--- src/rtl/dmem_pkg.sv ---
// Shared definitions for the data-memory controller: funct3 codes, FSM
// state encoding and access-size decode helpers.
package dmem_pkg;

  localparam logic [2:0] F3_B  = 3'b000;
  localparam logic [2:0] F3_H  = 3'b001;
  localparam logic [2:0] F3_W  = 3'b010;
  localparam logic [2:0] F3_BU = 3'b100;
  localparam logic [2:0] F3_HU = 3'b101;

  typedef enum logic [1:0] {
    IDLE = 2'd0,
    ACC1 = 2'd1,
    ACC2 = 2'd2,
    RESP = 2'd3
  } state_t;

  // Access size in bytes from funct3[1:0]; 2'b11 is illegal and caught elsewhere.
  function automatic logic [2:0] size_of(input logic [1:0] sz);
    case (sz)
      2'b00:   return 3'd1;
      2'b01:   return 3'd2;
      default: return 3'd4;
    endcase
  endfunction

  // Byte-lane mask of an access starting at lane 0.
  function automatic logic [3:0] lane_mask(input logic [2:0] s);
    case (s)
      3'd1:    return 4'b0001;
      3'd2:    return 4'b0011;
      default: return 4'b1111;
    endcase
  endfunction

  // Loads allow B/H/W/BU/HU, stores only B/H/W.
  function automatic logic f3_legal(input logic we, input logic [2:0] f3);
    if (we) return (f3 == F3_B) || (f3 == F3_H) || (f3 == F3_W);
    return (f3 == F3_B) || (f3 == F3_H) || (f3 == F3_W) ||
           (f3 == F3_BU) || (f3 == F3_HU);
  endfunction

endpackage

--- src/rtl/dmem_if.sv ---
// Request/response bus between the load/store unit (master) and the
// data-memory controller (slave).
//
// Request channel: a transfer happens on a rising edge where req_valid and
// req_ready are both high; the request fields are only sampled on that edge.
// Response channel: no backpressure; rsp_valid is a single-cycle pulse, and
// rsp_rdata/rsp_err are meaningful only while rsp_valid is high.
interface dmem_if #(parameter int ADDR_W = 8);
  logic              req_valid;
  logic              req_ready;
  logic              req_we;
  logic [2:0]        req_funct3;
  logic [ADDR_W-1:0] req_addr;
  logic [31:0]       req_wdata;
  logic              rsp_valid;
  logic [31:0]       rsp_rdata;
  logic              rsp_err;

  modport master (
    output req_valid, req_we, req_funct3, req_addr, req_wdata,
    input  req_ready, rsp_valid, rsp_rdata, rsp_err
  );

  modport slave (
    input  req_valid, req_we, req_funct3, req_addr, req_wdata,
    output req_ready, rsp_valid, rsp_rdata, rsp_err
  );
endinterface

--- src/rtl/dmem_bank.sv ---
// Word-organised storage: DEPTH_WORDS x 32 bits, byte-lane write enables,
// synchronous read.
module dmem_bank #(
  parameter int DEPTH_WORDS = 64,
  parameter     INIT_FILE   = "",
  parameter int BW          = $clog2(DEPTH_WORDS)
) (
  input  logic          clk,
  input  logic [BW-1:0] addr,
  input  logic [3:0]    be,
  input  logic [31:0]   wdata,
  output logic [31:0]   rdata
);

  logic [31:0] mem [DEPTH_WORDS];

  // Byte-lane write and registered read of the addressed word.
  always_ff @(posedge clk) begin
    for (int i = 0; i < 4; i++) begin
      if (be[i]) mem[addr][8*i +: 8] <= wdata[8*i +: 8];
    end
    rdata <= mem[addr];
  end

endmodule

--- src/rtl/dmem_ctrl.sv ---
// Handshaked RV32 data memory: byte-addressed, little-endian, splits
// word-crossing accesses into two word accesses and flags bad accesses.
// Optional build macro DMEM_MISALIGN_TRAP_EN turns any misaligned access
// into an error instead of splitting it.
module dmem_ctrl
  import dmem_pkg::*;
#(
  parameter int ADDR_W      = 8,
  parameter int DEPTH_WORDS = 64,
  parameter     INIT_FILE   = ""
) (
  input  logic   clk,
  input  logic   rst_n,
  dmem_if.slave  bus,
  output state_t dbg_state
);

  localparam int BW  = $clog2(DEPTH_WORDS);
  localparam int WW  = ADDR_W - 2;
  localparam int CAP = 4 * DEPTH_WORDS;

  state_t        st, st_nx;
  logic          we_q, err_q, cross_q;
  logic [2:0]    f3_q, s_q;
  logic [WW-1:0] w_q;
  logic [1:0]    o_q;
  logic [31:0]   wdata_q, lo_q;

  logic          accept;
  logic [2:0]    s_in;
  logic [31:0]   last_in;
  logic          cross_in, err_in;

  logic [BW-1:0] bank_addr;
  logic [3:0]    bank_be;
  logic [31:0]   bank_wdata, bank_rdata;
  logic [7:0]    be_all;
  logic [63:0]   wd_all, rd_all;
  logic [31:0]   rd_sh, rd_ext;

  assign accept = bus.req_valid && (st == IDLE);

  // Decode the incoming request: size, word-crossing and fault conditions.
  always_comb begin
    s_in     = size_of(bus.req_funct3[1:0]);
    last_in  = 32'(bus.req_addr) + 32'(s_in) - 32'd1;
    cross_in = ({1'b0, bus.req_addr[1:0]} + s_in) > 3'd4;
    err_in   = !f3_legal(bus.req_we, bus.req_funct3) || (last_in >= 32'(CAP));
`ifdef DMEM_MISALIGN_TRAP_EN
    if ((bus.req_addr[1:0] & (s_in[1:0] - 2'd1)) != 2'd0) err_in = 1'b1;
`endif
  end

  // State register, request capture at accept, and low-word capture in ACC2.
  always_ff @(posedge clk or negedge rst_n) begin
    if (!rst_n) begin
      st      <= IDLE;
      we_q    <= 1'b0;
      err_q   <= 1'b0;
      cross_q <= 1'b0;
      f3_q    <= 3'd0;
      s_q     <= 3'd1;
      w_q     <= '0;
      o_q     <= 2'd0;
      wdata_q <= 32'd0;
      lo_q    <= 32'd0;
    end else begin
      st <= st_nx;
      if (accept) begin
        we_q    <= bus.req_we;
        err_q   <= err_in;
        cross_q <= cross_in;
        f3_q    <= bus.req_funct3;
        s_q     <= s_in;
        w_q     <= bus.req_addr[ADDR_W-1:2];
        o_q     <= bus.req_addr[1:0];
        wdata_q <= bus.req_wdata;
      end
      if (st == ACC2) lo_q <= bank_rdata;
    end
  end

  // Store data and lane enables shifted into a two-word window.
  assign be_all = {4'b0000, lane_mask(s_q)} << o_q;
  assign wd_all = {32'd0, wdata_q} << {o_q, 3'b000};

  // Next state and bank port control: word w in ACC1, word w+1 in ACC2.
  always_comb begin
    st_nx      = st;
    bank_addr  = w_q[BW-1:0];
    bank_be    = 4'b0000;
    bank_wdata = wd_all[31:0];
    case (st)
      IDLE: if (accept) st_nx = ACC1;
      ACC1: begin
        if (we_q && !err_q) bank_be = be_all[3:0];
        st_nx = (err_q || !cross_q) ? RESP : ACC2;
      end
      ACC2: begin
        bank_addr  = BW'(w_q + 1'b1);
        bank_wdata = wd_all[63:32];
        if (we_q) bank_be = be_all[7:4];
        st_nx = RESP;
      end
      RESP:    st_nx = IDLE;
      default: st_nx = IDLE;
    endcase
  end

  dmem_bank #(
    .DEPTH_WORDS (DEPTH_WORDS),
    .INIT_FILE   (INIT_FILE),
    .BW          (BW)
  ) u_bank (
    .clk   (clk),
    .addr  (bank_addr),
    .be    (bank_be),
    .wdata (bank_wdata),
    .rdata (bank_rdata)
  );

  // Assemble load bytes (low word held in lo_q when split) and extend.
  always_comb begin
    rd_all = cross_q ? {bank_rdata, lo_q} : {32'd0, bank_rdata};
    rd_sh  = 32'(rd_all >> {o_q, 3'b000});
    case (f3_q)
      F3_B:    rd_ext = {{24{rd_sh[7]}}, rd_sh[7:0]};
      F3_H:    rd_ext = {{16{rd_sh[15]}}, rd_sh[15:0]};
      F3_BU:   rd_ext = {24'd0, rd_sh[7:0]};
      F3_HU:   rd_ext = {16'd0, rd_sh[15:0]};
      default: rd_ext = rd_sh;
    endcase
  end

  assign bus.req_ready = (st == IDLE);
  assign bus.rsp_valid = (st == RESP);
  assign bus.rsp_err   = (st == RESP) && err_q;
  assign bus.rsp_rdata = ((st == RESP) && !err_q && !we_q) ? rd_ext : 32'd0;
  assign dbg_state     = st;

endmodule

--- src/flat_wrapper.sv ---
// flat-port wrapper written by rule: the top's interface ports become plain ports
module dmem_ctrl_flat import dmem_pkg::*;
#(
  parameter int ADDR_W      = 8,
  parameter int DEPTH_WORDS = 64,
  parameter     INIT_FILE   = ""
)
  (clk, rst_n, dbg_state, bus_req_valid, bus_req_we, bus_req_funct3, bus_req_addr, bus_req_wdata, bus_req_ready, bus_rsp_valid, bus_rsp_rdata, bus_rsp_err);
  dmem_if #(.ADDR_W(ADDR_W)) bus_i ();
  input  logic clk;
  input  logic rst_n;
  output state_t dbg_state;
  input wire logic [$bits(bus_i.req_valid)-1:0] bus_req_valid;
  input wire logic [$bits(bus_i.req_we)-1:0] bus_req_we;
  input wire logic [$bits(bus_i.req_funct3)-1:0] bus_req_funct3;
  input wire logic [$bits(bus_i.req_addr)-1:0] bus_req_addr;
  input wire logic [$bits(bus_i.req_wdata)-1:0] bus_req_wdata;
  output wire logic [$bits(bus_i.req_ready)-1:0] bus_req_ready;
  output wire logic [$bits(bus_i.rsp_valid)-1:0] bus_rsp_valid;
  output wire logic [$bits(bus_i.rsp_rdata)-1:0] bus_rsp_rdata;
  output wire logic [$bits(bus_i.rsp_err)-1:0] bus_rsp_err;
  assign bus_i.req_valid = bus_req_valid;
  assign bus_i.req_we = bus_req_we;
  assign bus_i.req_funct3 = bus_req_funct3;
  assign bus_i.req_addr = bus_req_addr;
  assign bus_i.req_wdata = bus_req_wdata;
  assign bus_req_ready = bus_i.req_ready;
  assign bus_rsp_valid = bus_i.rsp_valid;
  assign bus_rsp_rdata = bus_i.rsp_rdata;
  assign bus_rsp_err = bus_i.rsp_err;
  dmem_ctrl #(.ADDR_W(ADDR_W), .DEPTH_WORDS(DEPTH_WORDS), .INIT_FILE(INIT_FILE)) u_core (.clk(clk), .rst_n(rst_n), .bus(bus_i), .dbg_state(dbg_state));
endmodule
--- config.mk ---
export PLATFORM = sky130hd
export DESIGN_NAME = dmem_ctrl_flat
export DESIGN_NICKNAME = d
export VERILOG_FILES = /design/src/rtl/dmem_pkg.sv /design/src/rtl/dmem_if.sv /design/src/rtl/dmem_bank.sv /design/src/rtl/dmem_ctrl.sv /design/src/flat_wrapper.sv
export SDC_FILE = /design/constraint.sdc
export NUM_CORES = 2
export LEC_CHECK = 0
export CAP_MARGIN = 20
export CELL_PAD_IN_SITES_DETAIL_PLACEMENT = 0
export CELL_PAD_IN_SITES_GLOBAL_PLACEMENT = 2
export CORE_ASPECT_RATIO = 2
export CORE_MARGIN = 4
export CORE_UTILIZATION = 45
export CTS_BUF_LIST = sky130_fd_sc_hd__clkbuf_4 sky130_fd_sc_hd__clkbuf_8
export DETAILED_ROUTE_END_ITERATION = 10
export PLACE_DENSITY_LB_ADDON = 0.1
export SETUP_SLACK_MARGIN = 0.3
export SKIP_LAST_GASP = 1
export SLEW_MARGIN = 25
export SYNTH_ARGS = -nofsm -noshare
export SYNTH_HDL_FRONTEND = slang
export SYNTH_SLANG_ARGS = --single-unit
export TNS_END_PERCENT = 1
--- constraint.sdc ---
create_clock -name clk -period 12.5 [get_ports clk]
set_input_delay 2.5 -clock clk [delete_from_list [all_inputs] [get_ports clk]]
set_output_delay 2.5 -clock clk [all_outputs]
set_load 0.005 [all_outputs]
==> results.md <==
- First-pass GRT wire length: 414 mm
- # rows: 225
- ANT nets after route: 0
- Worst slew margin: about a fifth
- H-tree Lvls: 5
- P&R area growth vs syn: 13.3%
- Placer Congestion: about 0.90
- Ranking of synthesized cells by area: edfxtp_1, a22oi_1, mux2_2
- DP HPWL: about 190 mm
- Async set-reset flop share out of synthesis: 3.84%
- Synthesized area per cell: around 16 um^2
- RSZ-0062 raised after global routing: no
- Vias/cell: 6.34
- Clock skew: roughly 39 ps
- DIE AREA: 0.197 mm^2
- Clock-pin slew on the worst setup and hold paths: 70 ps
- Clk root buf: clkbuf_8
- Hold Crit Class: reg2reg
- Status: finished, final reports clean
- Tightest Pin Transition: 1190 ps
- CORE AREA: roughly 0.19 mm^2
- Vias in the first global route: 53.6k
- Die Height: 623 um
- Hold slack: 513 ps
- Drt pass-1 iters: 7
- Clk_lat worst skew: a little under 1000 ps
- Largest net degree at the start of global routing: 119
- Worst r2r src: u_core.dbg_state[0]
- Fin. max-slew vios: 0
- Max_cap viols: 0
- Hold Path End: u_core.lo_q[5]
- Layout cells sized above 1: a little under a fifth
- Port bufs: 83
- Starting density of the core: between 40 and 50%
- Peak VDD IR: 0.277 mV
- Wirelength, routed: between 200 and 300 mm
- Total GRT Usage: 29.9%
- Crit path max fanout: 39
- Type of origin of the critical path: flip-flop
- CP Cell Sequence: buf_4 -> mux4_2 -> mux2i_1 -> nor2b_1 -> a211oi_1 -> o21bai_1 -> buf_4 -> a31oi_1 -> clkdlybuf4s50_1
- Library cells used by synthesis: 80
- Data required time of the critical path: 10000 ps
- Commonest cells in the netlist: edfxtp_1, a22oi_1, nand2_1
- PD cells: just under 300 mW/mm^2
- Count of final setup violators: 0
- Arrival time worst endpoint: 4110 ps
- Post CTS Setup Buffer Count: 0
- Yosys reg bits: between 2k and 2.5k
- Die Wd: between 300 and 400 um
- Syn. warnings: 0
- Sequential area share after synthesis: 75.4%
- Fmax: 0.151 GHz
- Detailed Route Iter0 Violations: 5287
- CTS buffer count: a little over 300
- Critical path class: reg2out
- Tcrit/Tclk final: 52.9%
- CTS tree: built
- Leading area contributor after synthesis: edfxtp_1
- Final Hold Viols: 0
- Tot Pwr: 27.9 mW
- RR Endpoint: u_core.u_bank.rdata[25]
- Initial antenna violation count: 11
- Hold depth: 1
- Leakage: 30.8 nW
- Synthesized net count: roughly 5.4k
- CP most frequent cell: buf_4
- Minimum setup slack among reg-to-reg paths: 7060 ps
- Worst Setup End Kind: output pin
- Avg WL per Cell: approximately 36 um
- Cell depth of the worst flop-to-flop path: 10
- Nets: 5634
- Total grt overflow: 0
- DR vias: around 53k
- Share of the synthesized area in the top cell type: 72.2%
- Synth Flop Type: edfxtp_1
- Post-CTS Resized: 0
- Top Ports: 84
- Crit-path slowest cell: dfrtp_4
- Clk buf depth: 4
- Number of hold buffers added after CTS: 0
- Post-route setup TNS: 0 ps
- Clock Sinks: 2163
- Post-Syn Area: 0.0852 mm^2
- Post-synth EDFFs: 2048
- Post-Syn Instances: 5335
- Final Core Density: 51.3%
- Worst stage delay on the critical path: 780 ps
- Hold Crit Start: u_core.lo_q[5]
- Post-route DRC: 0
- Most numerous cell in the Yosys netlist: edfxtp_1
- Min Tclk post-route: 6610 ps
## worst max path at each step
| stage | startpoint | endpoint | slack, ps |
|---|---|---|---|
| after global placement | u_core.o_q[0] | bus_rsp_rdata[30] | 6850 |
| after floorplan | u_core.o_q[0] | u_core.u_bank.mem[0][31] | 7220 |
| after detailed placement | u_core.o_q[0] | bus_rsp_rdata[21] | 6840 |
| after CTS | u_core.o_q[0] | bus_rsp_rdata[21] | 5840 |
| after global routing | u_core.o_q[0] | bus_rsp_rdata[21] | 5630 |
| final | u_core.o_q[0] | bus_rsp_rdata[30] | 5890 |
## layer usage
metal / wire [um] / vias to the layer above / GRT usage [%]
li1: - / 22143 / -
met1: 102000 / 27624 / 32.7
met2: 159000 / 2268 / 54.9
met3: 17200 / 693 / 4.20
met4: 20400 / 4 / 17.3
met5: 24 / - / 0
## metrics by stage
stage / instances / setup slack, ps / area, um^2
after global routing: 8318 / 5630 / 96500
after CTS: 8308 / 5840 / 96400
final: 8319 / 5890 / 96500
after floorplan: 5335 / 7220 / 85200
after global placement: 7764 / 6850 / 90300
after detailed placement: 7766 / 6840 / 90500
## flip-flops by register name, summed over array words and instances (netlist names), 3 cells and up
signal,flops
u_core.wdata_q,32
u_core.f3_q,3
u_core.u_bank.mem,2048
u_core.s_q,3
u_core.u_bank.rdata,32
u_core.lo_q,32
u_core.w_q,6
## layout make-up
type / count / area (um^2)
fillers: 15807 / 91600
flip-flops and latches: 2163 / 64200
multi-input cells: 2763 / 20300
clock buffers: 414 / 5120
well taps: 2497 / 3120
repair buffers: 334 / 2820
clock inverters: 128 / 838
inverters: 10 / 37.5
diodes: 10 / 25.0
## cells by family after synthesis
| group | after synthesis | synth area share, % |
|---|---|---|
| AO/OA/AOI/OAI | 1342 | 11.6 |
| XOR/XNOR | 14 | 0.153 |
| adder cells (fa/ha/maj) | 10 | 0.156 |
| buffers and inverters | 409 | 2.09 |
| flip-flops | 2163 | 75.4 |
| multiplexers | 425 | 5.48 |
| AND/OR/NAND/NOR | 972 | 5.17 |
## worst max-delay path: cells and delay by family, from the launching register on
family | cells | cell delay, ps
flip-flops | 1 | 780
multiplexers | 2 | 440
buffers and inverters | 3 | 1330
AO/OA/AOI/OAI | 3 | 460
AND/OR/NAND/NOR | 1 | 150
## where the power goes
| group | internal, mW | total, mW | switching, mW |
|---|---|---|---|
| registers | 10.0 | 10.4 | 0.373 |
| clock network | 2.87 | 5.56 | 2.70 |
| logic | 3.13 | 11.9 | 8.78 |
| total | 16.0 | 27.9 | 11.9 |
## placed cells by master (no fill, tap or decap), types with 95 or more instances in the layout
cell / count
a21oi_1: 211
a222oi_1: 95
a22oi_1: 506
buf_4: 243
clkbuf_8: 321
edfxtp_1: 2048
mux2_2: 219
mux2i_1: 195
nand2_1: 438
nor2_1: 157
nor3_1: 113
Power figures use the tool's default switching activity.
